--- src/rtl/quantum_timer.sv ---
`default_nettype none
// ============================================================================
// Module      : quantum_timer
// Description : Preemption scheduler beside unit_control. Counts retired
//               instructions against a programmable quantum, raises a
//               preemption request when the quantum runs out, wakes the core
//               from Halt, and supplies GETTIME / GETQUANTUM values.
// Optional    : QUANTUM_CYCLE_MODE_EN - when defined, the quantum is charged
//               one unit per clock in RUN (done_inst ignored) and is frozen
//               while the core is halted.
// Ports       :
//   clk           in   system clock (posedge)
//   rst_n         in   asynchronous active-low reset
//   sched_en      in   level, enables quantum counting / preemption
//   done_inst     in   pulse per retired instruction
//   quantum_load  in   pulse, captures quantum_in
//   quantum_in    in   [WIDTH] new quantum (0 selects DEFAULT_QUANTUM)
//   irq_ack       in   pulse, OS accepted the preemption
//   halted        in   level, core is in Halt
//   ext_event     in   pulse, external wake source
//   time_count    out  [WIDTH] free-running cycle count (GETTIME)
//   quantum_left  out  [WIDTH] remaining quantum (GETQUANTUM)
//   preempt_req   out  level preemption request
//   wake_up       out  level wake request to Halt
// Revision    : 1.0 - initial release
// ============================================================================
module quantum_timer #(
  parameter int          WIDTH           = 32,
  parameter int unsigned DEFAULT_QUANTUM = 100
) (
  input  logic             clk,
  input  logic             rst_n,
  input  logic             sched_en,
  input  logic             done_inst,
  input  logic             quantum_load,
  input  logic [WIDTH-1:0] quantum_in,
  input  logic             irq_ack,
  input  logic             halted,
  input  logic             ext_event,
  output logic [WIDTH-1:0] time_count,
  output logic [WIDTH-1:0] quantum_left,
  output logic             preempt_req,
  output logic             wake_up
);

  localparam logic [WIDTH-1:0] DEF_Q = WIDTH'(DEFAULT_QUANTUM);
  localparam logic [WIDTH-1:0] ONE   = WIDTH'(1);

  typedef enum logic [1:0] {
    ST_IDLE    = 2'd0,
    ST_RUN     = 2'd1,
    ST_EXPIRED = 2'd2
  } state_t;

  state_t           state, state_nx;
  logic [WIDTH-1:0] quantum_reg, quantum_reg_nx;
  logic [WIDTH-1:0] quantum_left_nx;
  logic             preempt_nx;
  logic             wake_nx;
  logic             expire_now;
  logic             halted_d;
  logic             charge;

  // What consumes one unit of quantum in RUN.
`ifdef QUANTUM_CYCLE_MODE_EN
  assign charge = ~halted;
`else
  assign charge = done_inst;
`endif

  // ---------------------------------------------------------------------------
  // Next-state / next-output logic
  // ---------------------------------------------------------------------------
  always_comb begin
    // A load takes effect in the same cycle, so a coincident reload sees it.
    quantum_reg_nx = quantum_reg;
    if (quantum_load) begin
      quantum_reg_nx = (quantum_in == '0) ? DEF_Q : quantum_in;
    end

    state_nx        = state;
    quantum_left_nx = quantum_left;
    preempt_nx      = preempt_req;
    expire_now      = 1'b0;

    unique case (state)
      ST_IDLE: begin
        quantum_left_nx = quantum_reg_nx;
        if (sched_en) begin
          state_nx = ST_RUN;
        end
      end

      ST_RUN: begin
        // Disabling the scheduler outranks a coincident charge.
        if (!sched_en) begin
          state_nx        = ST_IDLE;
          quantum_left_nx = quantum_reg_nx;
        end else if (charge) begin
          if (quantum_left > ONE) begin
            quantum_left_nx = quantum_left - ONE;
          end else begin
            // Covers ==1 and, defensively, ==0 so the count cannot wrap.
            quantum_left_nx = '0;
            preempt_nx      = 1'b1;
            state_nx        = ST_EXPIRED;
            expire_now      = 1'b1;
          end
        end
      end

      ST_EXPIRED: begin
        // Request is only released by an ack; sched_en=0 alone keeps it.
        if (irq_ack) begin
          preempt_nx      = 1'b0;
          quantum_left_nx = quantum_reg_nx;
          state_nx        = sched_en ? ST_RUN : ST_IDLE;
        end
      end

      default: begin
        state_nx        = ST_IDLE;
        quantum_left_nx = quantum_reg_nx;
        preempt_nx      = 1'b0;
      end
    endcase

    // Wake is sticky while halted and unconditionally dropped once awake.
    wake_nx = wake_up;
    if (!halted) begin
      wake_nx = 1'b0;
    end else if (ext_event || expire_now || (!halted_d && preempt_req)) begin
      wake_nx = 1'b1;
    end
  end

  // ---------------------------------------------------------------------------
  // State and output registers
  // ---------------------------------------------------------------------------
  always_ff @(posedge clk or negedge rst_n) begin
    if (!rst_n) begin
      state        <= ST_IDLE;
      time_count   <= '0;
      quantum_reg  <= DEF_Q;
      quantum_left <= DEF_Q;
      preempt_req  <= 1'b0;
      wake_up      <= 1'b0;
      halted_d     <= 1'b0;
    end else begin
      state        <= state_nx;
      time_count   <= time_count + ONE;
      quantum_reg  <= quantum_reg_nx;
      quantum_left <= quantum_left_nx;
      preempt_req  <= preempt_nx;
      wake_up      <= wake_nx;
      halted_d     <= halted;
    end
  end

endmodule
`default_nettype wire

--- config.mk ---
export PLATFORM = sky130hd
export DESIGN_NAME = quantum_timer
export DESIGN_NICKNAME = d
export VERILOG_FILES = /design/src/rtl/quantum_timer.sv
export SDC_FILE = /design/constraint.sdc
export NUM_CORES = 1
export LEC_CHECK = 0
export ABC_CLOCK_PERIOD_IN_PS = 3900
export CAP_MARGIN = 40
export CORE_UTILIZATION = 47
export DETAILED_ROUTE_END_ITERATION = 8
export PLACE_DENSITY = 0.83
export SYNTH_ARGS = -nofsm -noshare
export SYNTH_HDL_FRONTEND = slang
export SYNTH_SLANG_ARGS = --single-unit
--- constraint.sdc ---
create_clock -name clk -period 3.9 [get_ports clk]
set_input_delay 0.585 -clock clk [delete_from_list [all_inputs] [get_ports clk]]
set_output_delay 0.585 -clock clk [all_outputs]
set_load 0.05 [all_outputs]
# == Yosys cells after proc, flatten, opt, wreduce, memory -nomap -nowiden ==
# Index checks and enable logic that the tools add are counted.
# totals
inputBits,40
output_inout_bits,66
reg_bits,101
wordCells,55
# op_classes
n_mux,25
bitwise_logic,1
addsub,2
order_cmp,1
reduce_logical,9
eq_ne,10
# ops
cell,n
32-bit two-way mux,6
32-bit case mux with 2 select lines,1
32-bit by 1-bit adder with 32-bit output (second input constant),1
32-bit by 1-bit greater-than comparator with 1-bit output (second input constant),1
32-bit zero test,1
32-bit by 1-bit subtractor with 32-bit output (second input constant),1
1-bit two-way mux,11
2-bit two-way mux,5
2-bit inequality test (second input constant),5
3-bit inequality test (second input constant),2
2-bit case mux with 3 select lines,1
5-bit AND reduction,1
4-bit AND reduction,1
1-bit case mux with 3 select lines,1
2-bit by 1-bit equality test with 1-bit output (second input constant),1
2-bit equality test (second input constant),1
2-bit zero test,1
1-bit logical OR,2
2-bit by 1-bit inequality test with 1-bit output (second input constant),1
2-bit AND reduction,1
1-bit logical AND,1
1-bit zero test,1
1-bit NOT,1

# == Depth between registers and ports, before layout ==
# Gate-level depths: netlist (run 1).
# logic_depth
word_depth,9
ltp_mapped,8
depth_no_buf,7

# == Least setup slack after synthesis (run 1) ==
# Ideal clock, no wire load.
# synth_path
kind,reg2reg
from,reg quantum_left[27]
to,reg quantum_left[22]
path_stages_with_launch,7
required_time_ns,3.769
path_buffers,1
t_arrival_ns,2.548
path_slack_ns,1.221
synth_period_minus_slack_ns,2.679
path_cell_list,dfrtp_1 -> or4_4 -> or4_1 -> buf_2 -> o31ai_4 -> nor4_1 -> or3_1
# synth_between
elab_chain_len,5
# synth_lines
element,line_no,rtl
"start, declared",41,"output logic [WIDTH-1:0] quantum_left,"
"start signal, assigned",153,quantum_left <= quantum_left_nx;
32-bit by 1-bit greater-than comparator with 1-bit output,100,if (quantum_left > ONE) begin
32-bit two-way mux,100,
32-bit two-way mux,99,end else if (charge) begin
32-bit two-way mux,96,if (!sched_en) begin
32-bit case mux with 2 select lines,86,unique case (state)
# No other way between the ends. The select of a mux whose other input is x is not followed.
# A chain may end at the register's enable or synchronous reset.

# == Worst setup path in the final report (run 1) ==
# layout_path
from,reg quantum_left[26]
to,reg quantum_left[4]
# The elaborated chain is that of the path after synthesis.

==> metrics.md, run 1 <==
| Metric | Value |
|---|---|
| Die Span Y | `105 um` |
| Core Region | `0.0103 mm2` |
| Dpl hpwl | `9.40 mm` |
| WL final | `13.3 mm` |
| FMAX | `337 MHz` |
| Vias in the first global route | `4,174` |
| GRT Overall Usage | `0.249` |
| Vias/cell | `6.08` |
| Post_cts resized | `0` |
| Area contributors post-synth | `dfrtp_1 48%, mux2_2 6.5%, xnor2_1 4.2%, dfstp_2 3.2%, nand2_1 2.6%` |
| Crit path launch | `quantum_left[26]$_DFFE_PN0P_` |
| R2r endpoint | `quantum_left[4]$_DFFE_PN0P_` |
| TritonRoute pass-1 iters | `5` |
| Number of buffers created by CTS | `9` |
| Initial antenna violation count | `0` |
| Peak fanout along the critical path | `19` |
| Worst min path class | `in2async` |
| CP Launch Type | `flip-flop` |
| Largest net degree at the start of global routing | `59` |
| Reg-to-reg slack, setup | `940 ps` |
| Crit path DAT | `3220 ps` |
| H-tree depth | `3` |
| CTS clock-pin slew for the worst setup and hold paths | `100 ps` |
| Slew margin rel. | `0.428` |
| RSZ-0062 raised after global routing | `no` |
| Global-route wire length before repair | `21.8 mm` |
| Worst vdd ir | `0.300 mV` |
| Initial Utilization | `0.484` |
| Top FF cell, synth | `dfrtp_1` |
| Ys Warns | `0` |
| RR Startpoint | `quantum_left[26]$_DFFE_PN0P_` |
| Clock Tree Buf Depth | `2` |
| # setup viols final | `0` |
| Min Tclk post-route | `2960 ps` |
| Cell taking the most area after synthesis | `dfrtp_1` |
| Crit end category | `flip-flop` |
| Crit Path Category | `reg2reg` |
| Filler Cells Inserted | `832` |
| Post-Syn Area | `0.00499 mm2` |
| Routability congestion estimate from global placement | `0.853` |
| IO Port Bufs | `105` |
| Setup TNS | `0 ps` |
| Clk_lat worst skew | `370 ps` |
| R2r worst-path depth | `5` |
| Setup Fix Bufs, Post-CTS | `0` |
| Final Hold Fails | `0` |
| DIE WIDTH | `105 um` |
| Status | `finished clean` |
| Syn nets | `515` |
| CTS tree | `done` |
| # IOs | `106` |
| Post-synth EDFFs | `0` |
| DRC viols | `0` |
| Tcrit/Tclk final | `0.760` |
| Via count | `4,335` |
| Final core occ | `0.618` |
| Ys async rst share | `1.00` |
| Maxcap violations | `0` |
| Iter 0 DRT Violations | `357` |
| Pwr dens | `575 mW/mm2` |
| Root buf cell | `clkbuf_8` |
| Seq cells post-synth | `101` |
| Synth Area per Inst | `10.6 um2` |
| Final Power | `0.00366 W` |
| Final slew viol count | `0` |
| Die area | `0.0110 mm2` |
| Share of layout cells above drive strength 1 | `0.128` |
| Wire per inst | `18.6 um` |
| Gate Count Post-Synth | `472` |
| Area grow syn2layout | `27.7%` |
| GR Overflow Total | `0` |
| Hold buffer count at cts | `0` |
| # clock sinks | `101` |
| Leak Pwr | `2.51 nW` |
| CP required | `4160 ps` |
| Net count, final | `615` |
| Worst-Margin Slew | `857 ps` |
| Critical Path Sink | `quantum_left[4]$_DFFE_PN0P_` |
| Ant diodes | `0` |
| Register area share after synthesis | `0.508` |
| Share of the synthesized area in the top cell type | `0.476` |
| Netlist cell types | `56` |
| Multi-input gate area | `0.00233 mm2` |
| ANT nets after route | `0` |
| FF/Latch Area | `0.00253 mm2` |
| Rows | `37` |
| Clk_skew | `12.4 ps` |
## area by class of cell
cell class,count,area share
flip-flops and latches,101,0.397
multi-input cells,337,0.365
repair buffers,111,0.171
well taps,136,0.0267
clock buffers,10,0.0216
clock inverters,6,0.0110
inverters,12,0.00706
## stage by stage
step	setup slack [ps]	hold slack [ps]	cell area, um2	std cells
4_1_cts	976	290	6380	713
3_5_place_dp	789	479	6170	697
6_report	936	254	6380	713
5_1_grt	867	314	6380	713
2_1_floorplan	1220	289	4990	472
3_3_place_gp	872	460	6170	697
## worst max-delay path, cell delays in order, from the launching register on
cell     delay, ps
dfrtp_1        450
or4_4          550
or4_1          540
o31ai_4        810
o21ai_0        230
a22o_1         270
## cell families after synthesis
family	share of synthesized area
multiplexers	0.0654
buffers and inverters	0.0278
flip-flops	0.508
adder cells (fa/ha/maj)	0.00752
AND/OR/NAND/NOR	0.192
XOR/XNOR	0.0526
AO/OA/AOI/OAI	0.147
## per-layer routing
| layer | share of wire | GRT usage | wire length [um] | up-vias |
|---|---|---|---|---|
| li1 | - | - | - | 1977 |
| met3 | 0.068 | 0.0499 | 903 | 27 |
| met1 | 0.45 | 0.352 | 6000 | 2139 |
| met5 | 0 | 0 | 0 | - |
| met2 | 0.46 | 0.381 | 6090 | 192 |
| met4 | 0.021 | 0.0905 | 278 | 0 |
## worst min-delay path by stage
stage | from | end | slack, ps | cells after the start
final | rst_n | preempt_req$_DFFE_PN0P_ | 250 | 1
after global routing | rst_n | preempt_req$_DFFE_PN0P_ | 310 | 1
after CTS | rst_n | preempt_req$_DFFE_PN0P_ | 290 | 1
after detailed placement | time_count[17]$_DFF_PN0_ | time_count[17]$_DFF_PN0_ | 480 | 1
after global placement | time_count[31]$_DFF_PN0_ | time_count[31]$_DFF_PN0_ | 460 | 1
after floorplan | rst_n | halted_d$_DFF_PN0_ | 290 | 0
## synth_stat cells (all sizes together), types with 3 or more instances
cell type  instances
clkbuf            18
a22oi              7
inv               12
nand4             17
a21oi             20
nor2              22
o211ai            16
and3               9
nor2b              5
o41ai              3
nand2             34
ha                 3
nor4              17
or2                7
nand3             24
o22ai              4
buf                4
or4                8
dfstp              6
o21ai             12
or3               12
xor2               6
a31oi              3
nor3               8
a22o               4
and4               5
o311ai             8
dfrtp             95
mux2              29
o21bai             3
o31ai              4
xnor2             24
## power by group
part           total, W  internal [W]  leakage [nW]  switching, W
Combinational   0.00147      0.000516          1.16      0.000956
Clock          0.000691      0.000320         0.101      0.000371
Sequential      0.00150       0.00123          1.24      0.000272
Total           0.00366       0.00207          2.51       0.00160
## cell usage in the layout (no fill, tap or decap), drive strengths merged, types with 7 or more instances in the layout
master         instances
nand2                 34
or4                    8
nor3                   8
o211ai                16
or3                   12
or2                    7
clkbuf                10
a22oi                  7
buf                    7
nand4                 17
a21oi                 20
o311ai                 8
xnor2                 24
clkdlybuf4s50        104
nor4                  17
dfrtp                 95
nand3                 24
mux2                  29
inv                   14
o21ai                 12
and3                   9
nor2                  22
No activity file was read; power rests on OpenSTA's default activity.
==> run 2: changes to the inputs <==
--- a/config.mk
+++ b/config.mk
@@ -5,7 +5,7 @@
 export SDC_FILE = /design/constraint.sdc
 export NUM_CORES = 1
 export LEC_CHECK = 0
-export ABC_CLOCK_PERIOD_IN_PS = 3900
+export ABC_CLOCK_PERIOD_IN_PS = 3000
 export CAP_MARGIN = 40
 export CORE_UTILIZATION = 47
 export DETAILED_ROUTE_END_ITERATION = 8
==> constraint.sdc (replaced) <==
create_clock -name clk -period 3 [get_ports clk]
set_input_delay 0.45 -clock clk [delete_from_list [all_inputs] [get_ports clk]]
set_output_delay 0.45 -clock clk [all_outputs]
set_load 0.05 [all_outputs]
==> run 2 against run 1 <==
Compared with the run above:
- flip-flop and latch count stayed put
- sequential share of layout area is 0.52 points lower
- sequential power is 31% higher
- count of clock-buffer cells in the layout stayed put
- via count is 1.5% higher
- worst hold slack worse by 170 ps
- wire length is 0.31% higher
- clock power is 26% higher
- setup slack worse by 540 ps
- clock skew hardly changed
- critical endpoint is now quantum_left[1]$_DFFE_PN0P_
==> metrics.md, run 2 (synthesis results as in run 1) <==
| Metric | Value |
|---|---|
| DP Worst Slack | `387 ps (-402 ps)` |
| CP bufs+invs | `0 (unchanged)` |
| Dpl hpwl | `9.92 mm (+5.5%)` |
| # IOs | `106 (unchanged)` |
| Via count | `4,398 (+1.5%)` |
| Share of layout cells above drive strength 1 | `0.140 (+0.0117)` |
| Die Span Y | `105 um (unchanged)` |
| Core Region | `0.0103 mm2 (unchanged)` |
| Commonest cells after routing, fill and taps aside | `104 x clkdlybuf4s50_1, 95 x dfrtp_1, 34 x nand2_1, 29 x mux2_2` |
| Slowest CP cell | `or4_1` |
| Status | `finished clean` |
| IO Port Bufs | `105 (unchanged)` |
| Die area | `0.0110 mm2 (unchanged)` |
| Placed cell count | `706 (+1.3%)` |
| Worst vdd ir | `0.411 mV (+37%)` |
| Worst stage delay on the critical path | `560 ps (-250 ps)` |
| Slew margin rel. | `0.604 (+0.175)` |
| Crit Path Category | `reg2reg` |
| Maxcap violations | `0 (unchanged)` |
| Setup Fix Bufs, Post-CTS | `0 (unchanged)` |
| CTS clock-pin slew for the worst setup and hold paths | `100 ps (about the same)` |
| Leak Pwr | `2.56 nW (+2.0%)` |
| Clk_lat worst skew | `360 ps (about the same)` |
| # setup viols final | `0 (unchanged)` |
| ANT nets after route | `0 (unchanged)` |
| CP Launch Type | `flip-flop` |
| CTS tree | `done` |
| Peak fanout along the critical path | `10 (-9)` |
| Worst-Margin Slew | `595 ps (-263 ps)` |
| Pwr dens | `741 mW/mm2 (+29%)` |
| Iter 0 DRT Violations | `554 (+55%)` |
| Routability congestion estimate from global placement | `0.961 (+13%)` |
| Largest net degree at the start of global routing | `48 (-19%)` |
| Post-DP Area | `0.00626 mm2 (+1.5%)` |
| DRC viols | `0 (unchanged)` |
| Tcrit/Tclk final | `0.869 (+0.109)` |
| Multi-input gate area | `0.00233 mm2 (unchanged)` |
| Area grow syn2layout | `29.4%` |
| Setup TNS | `0 ps (unchanged)` |
| Global-route wire length before repair | `21.9 mm (+0.19%)` |
| Final core occ | `0.626 (+0.00812)` |
| RSZ-0062 raised after global routing | `no` |
| Number of buffers created by CTS | `9 (unchanged)` |
| WL final | `13.3 mm (+0.31%)` |
| Commonest non-fill, non-tap cell in the layout | `clkdlybuf4s50_1` |
| Crit end category | `flip-flop` |
| Rows | `37 (unchanged)` |
| FF/Latch Area | `0.00253 mm2 (unchanged)` |
| Final slew viol count | `0 (unchanged)` |
| GR Overflow Total | `0 (unchanged)` |
| Ant diodes | `0 (unchanged)` |
| Worst-path cell chain | `or4_4, or4_1, o31a_1, nand2_1, o221ai_1` |
| Clk_skew | `12.6 ps (+0.137 ps)` |
| Initial antenna violation count | `0 (unchanged)` |
| H-tree depth | `3 (unchanged)` |
| Hold buffer count at cts | `0 (unchanged)` |
| FMAX | `384 MHz (+14%)` |
| Crit-path leading delay family | `simple AND/OR/NAND/NOR gates` |
| Crit path DAT | `2830 ps (-390 ps)` |
| Routing usage on met3 | `0.0599 (+0.00998)` |
| DIE WIDTH | `105 um (unchanged)` |
| Post_cts resized | `0 (unchanged)` |
| Wire per inst | `18.4 um (-0.94%)` |
| Vias in the first global route | `4,263 (+2.1%)` |
| GRT Overall Usage | `0.250 (+0.00102)` |
| Grt met1 use | `0.342 (-0.00951)` |
| Worst min path class | `in2async` |
| Setup ws final | `394 ps (-542 ps)` |
| Root buf cell | `clkbuf_8` |
| R2r endpoint | `quantum_left[1]$_DFFE_PN0P_` |
| Net count, final | `624 (+1.5%)` |
| Min Tclk post-route | `2610 ps (-358 ps)` |
| Filler Cells Inserted | `793 (-4.7%)` |
| Reg-to-reg slack, setup | `390 ps (-540 ps)` |
| # clock sinks | `101 (unchanged)` |
| Design Area, Final | `0.00646 mm2 (+1.3%)` |
| Final Hold Fails | `0 (unchanged)` |
| GR peak layer | `met2` |
| R2r worst-path depth | `5 (unchanged)` |
| Clock Tree Buf Depth | `2 (unchanged)` |
| TritonRoute pass-1 iters | `6 (+1)` |
| Initial Utilization | `0.484 (unchanged)` |
| Met2 Usage GRT | `0.403 (+0.0213)` |
| Vias/cell | `6.09 (+0.19%)` |
| CP required | `3220 ps (-940 ps)` |
| Final cell count without fillers | `722 (+1.3%)` |
| RR Startpoint | `quantum_left[24]$_DFFE_PN0P_` |
-- run 2: layout make-up --
class | count | share of cell area
Multi-Input combinational cell | 337 | 0.360
Clock buffer | 10 | 0.0198
Sequential cell | 101 | 0.392
Inverter | 12 | 0.00697
Tap cell | 136 | 0.0263
Timing Repair Buffer | 120 | 0.184
Clock inverter | 6 | 0.0110
-- run 2: worst max path at each step --
stage | cells past startpoint | to | slack (ps) | start
2_1_floorplan | 6 | quantum_left[22]$_DFFE_PN0P_ | 320 | quantum_left[27]$_DFFE_PN0P_
3_3_place_gp | 7 | quantum_left[26]$_DFFE_PN0P_ | 470 | sched_en
3_5_place_dp | 6 | quantum_left[28]$_DFFE_PN0P_ | 390 | sched_en
4_1_cts | 6 | quantum_left[22]$_DFFE_PN0P_ | 410 | quantum_left[27]$_DFFE_PN0P_
5_1_grt | 5 | wake_up$_DFFE_PN0P_ | 280 | quantum_left[18]$_DFFE_PN0P_
6_report | 5 | quantum_left[1]$_DFFE_PN0P_ | 390 | quantum_left[24]$_DFFE_PN0P_
-- run 2: power by group --
group / internal [W] / total [W] / switching, W
sequential: 0.00160 / 0.00196 / 0.000360
combinational: 0.000707 / 0.00196 / 0.00125
clock: 0.000395 / 0.000868 / 0.000473
-- run 2: routing by layer --
metal / wire (um) / part of all wire
met1: 5720 / 0.43
met2: 6320 / 0.47
met3: 1080 / 0.081
met4: 195 / 0.015
met5: 0 / 0
-- run 2: through the flow --
stage          hold slack [ps]  power, W
6_report                  83.0   0.00479
5_1_grt                    124   0.00500
4_1_cts                   99.8   0.00477
3_5_place_dp               464   0.00391
3_3_place_gp               460   0.00386
2_1_floorplan              154   0.00314
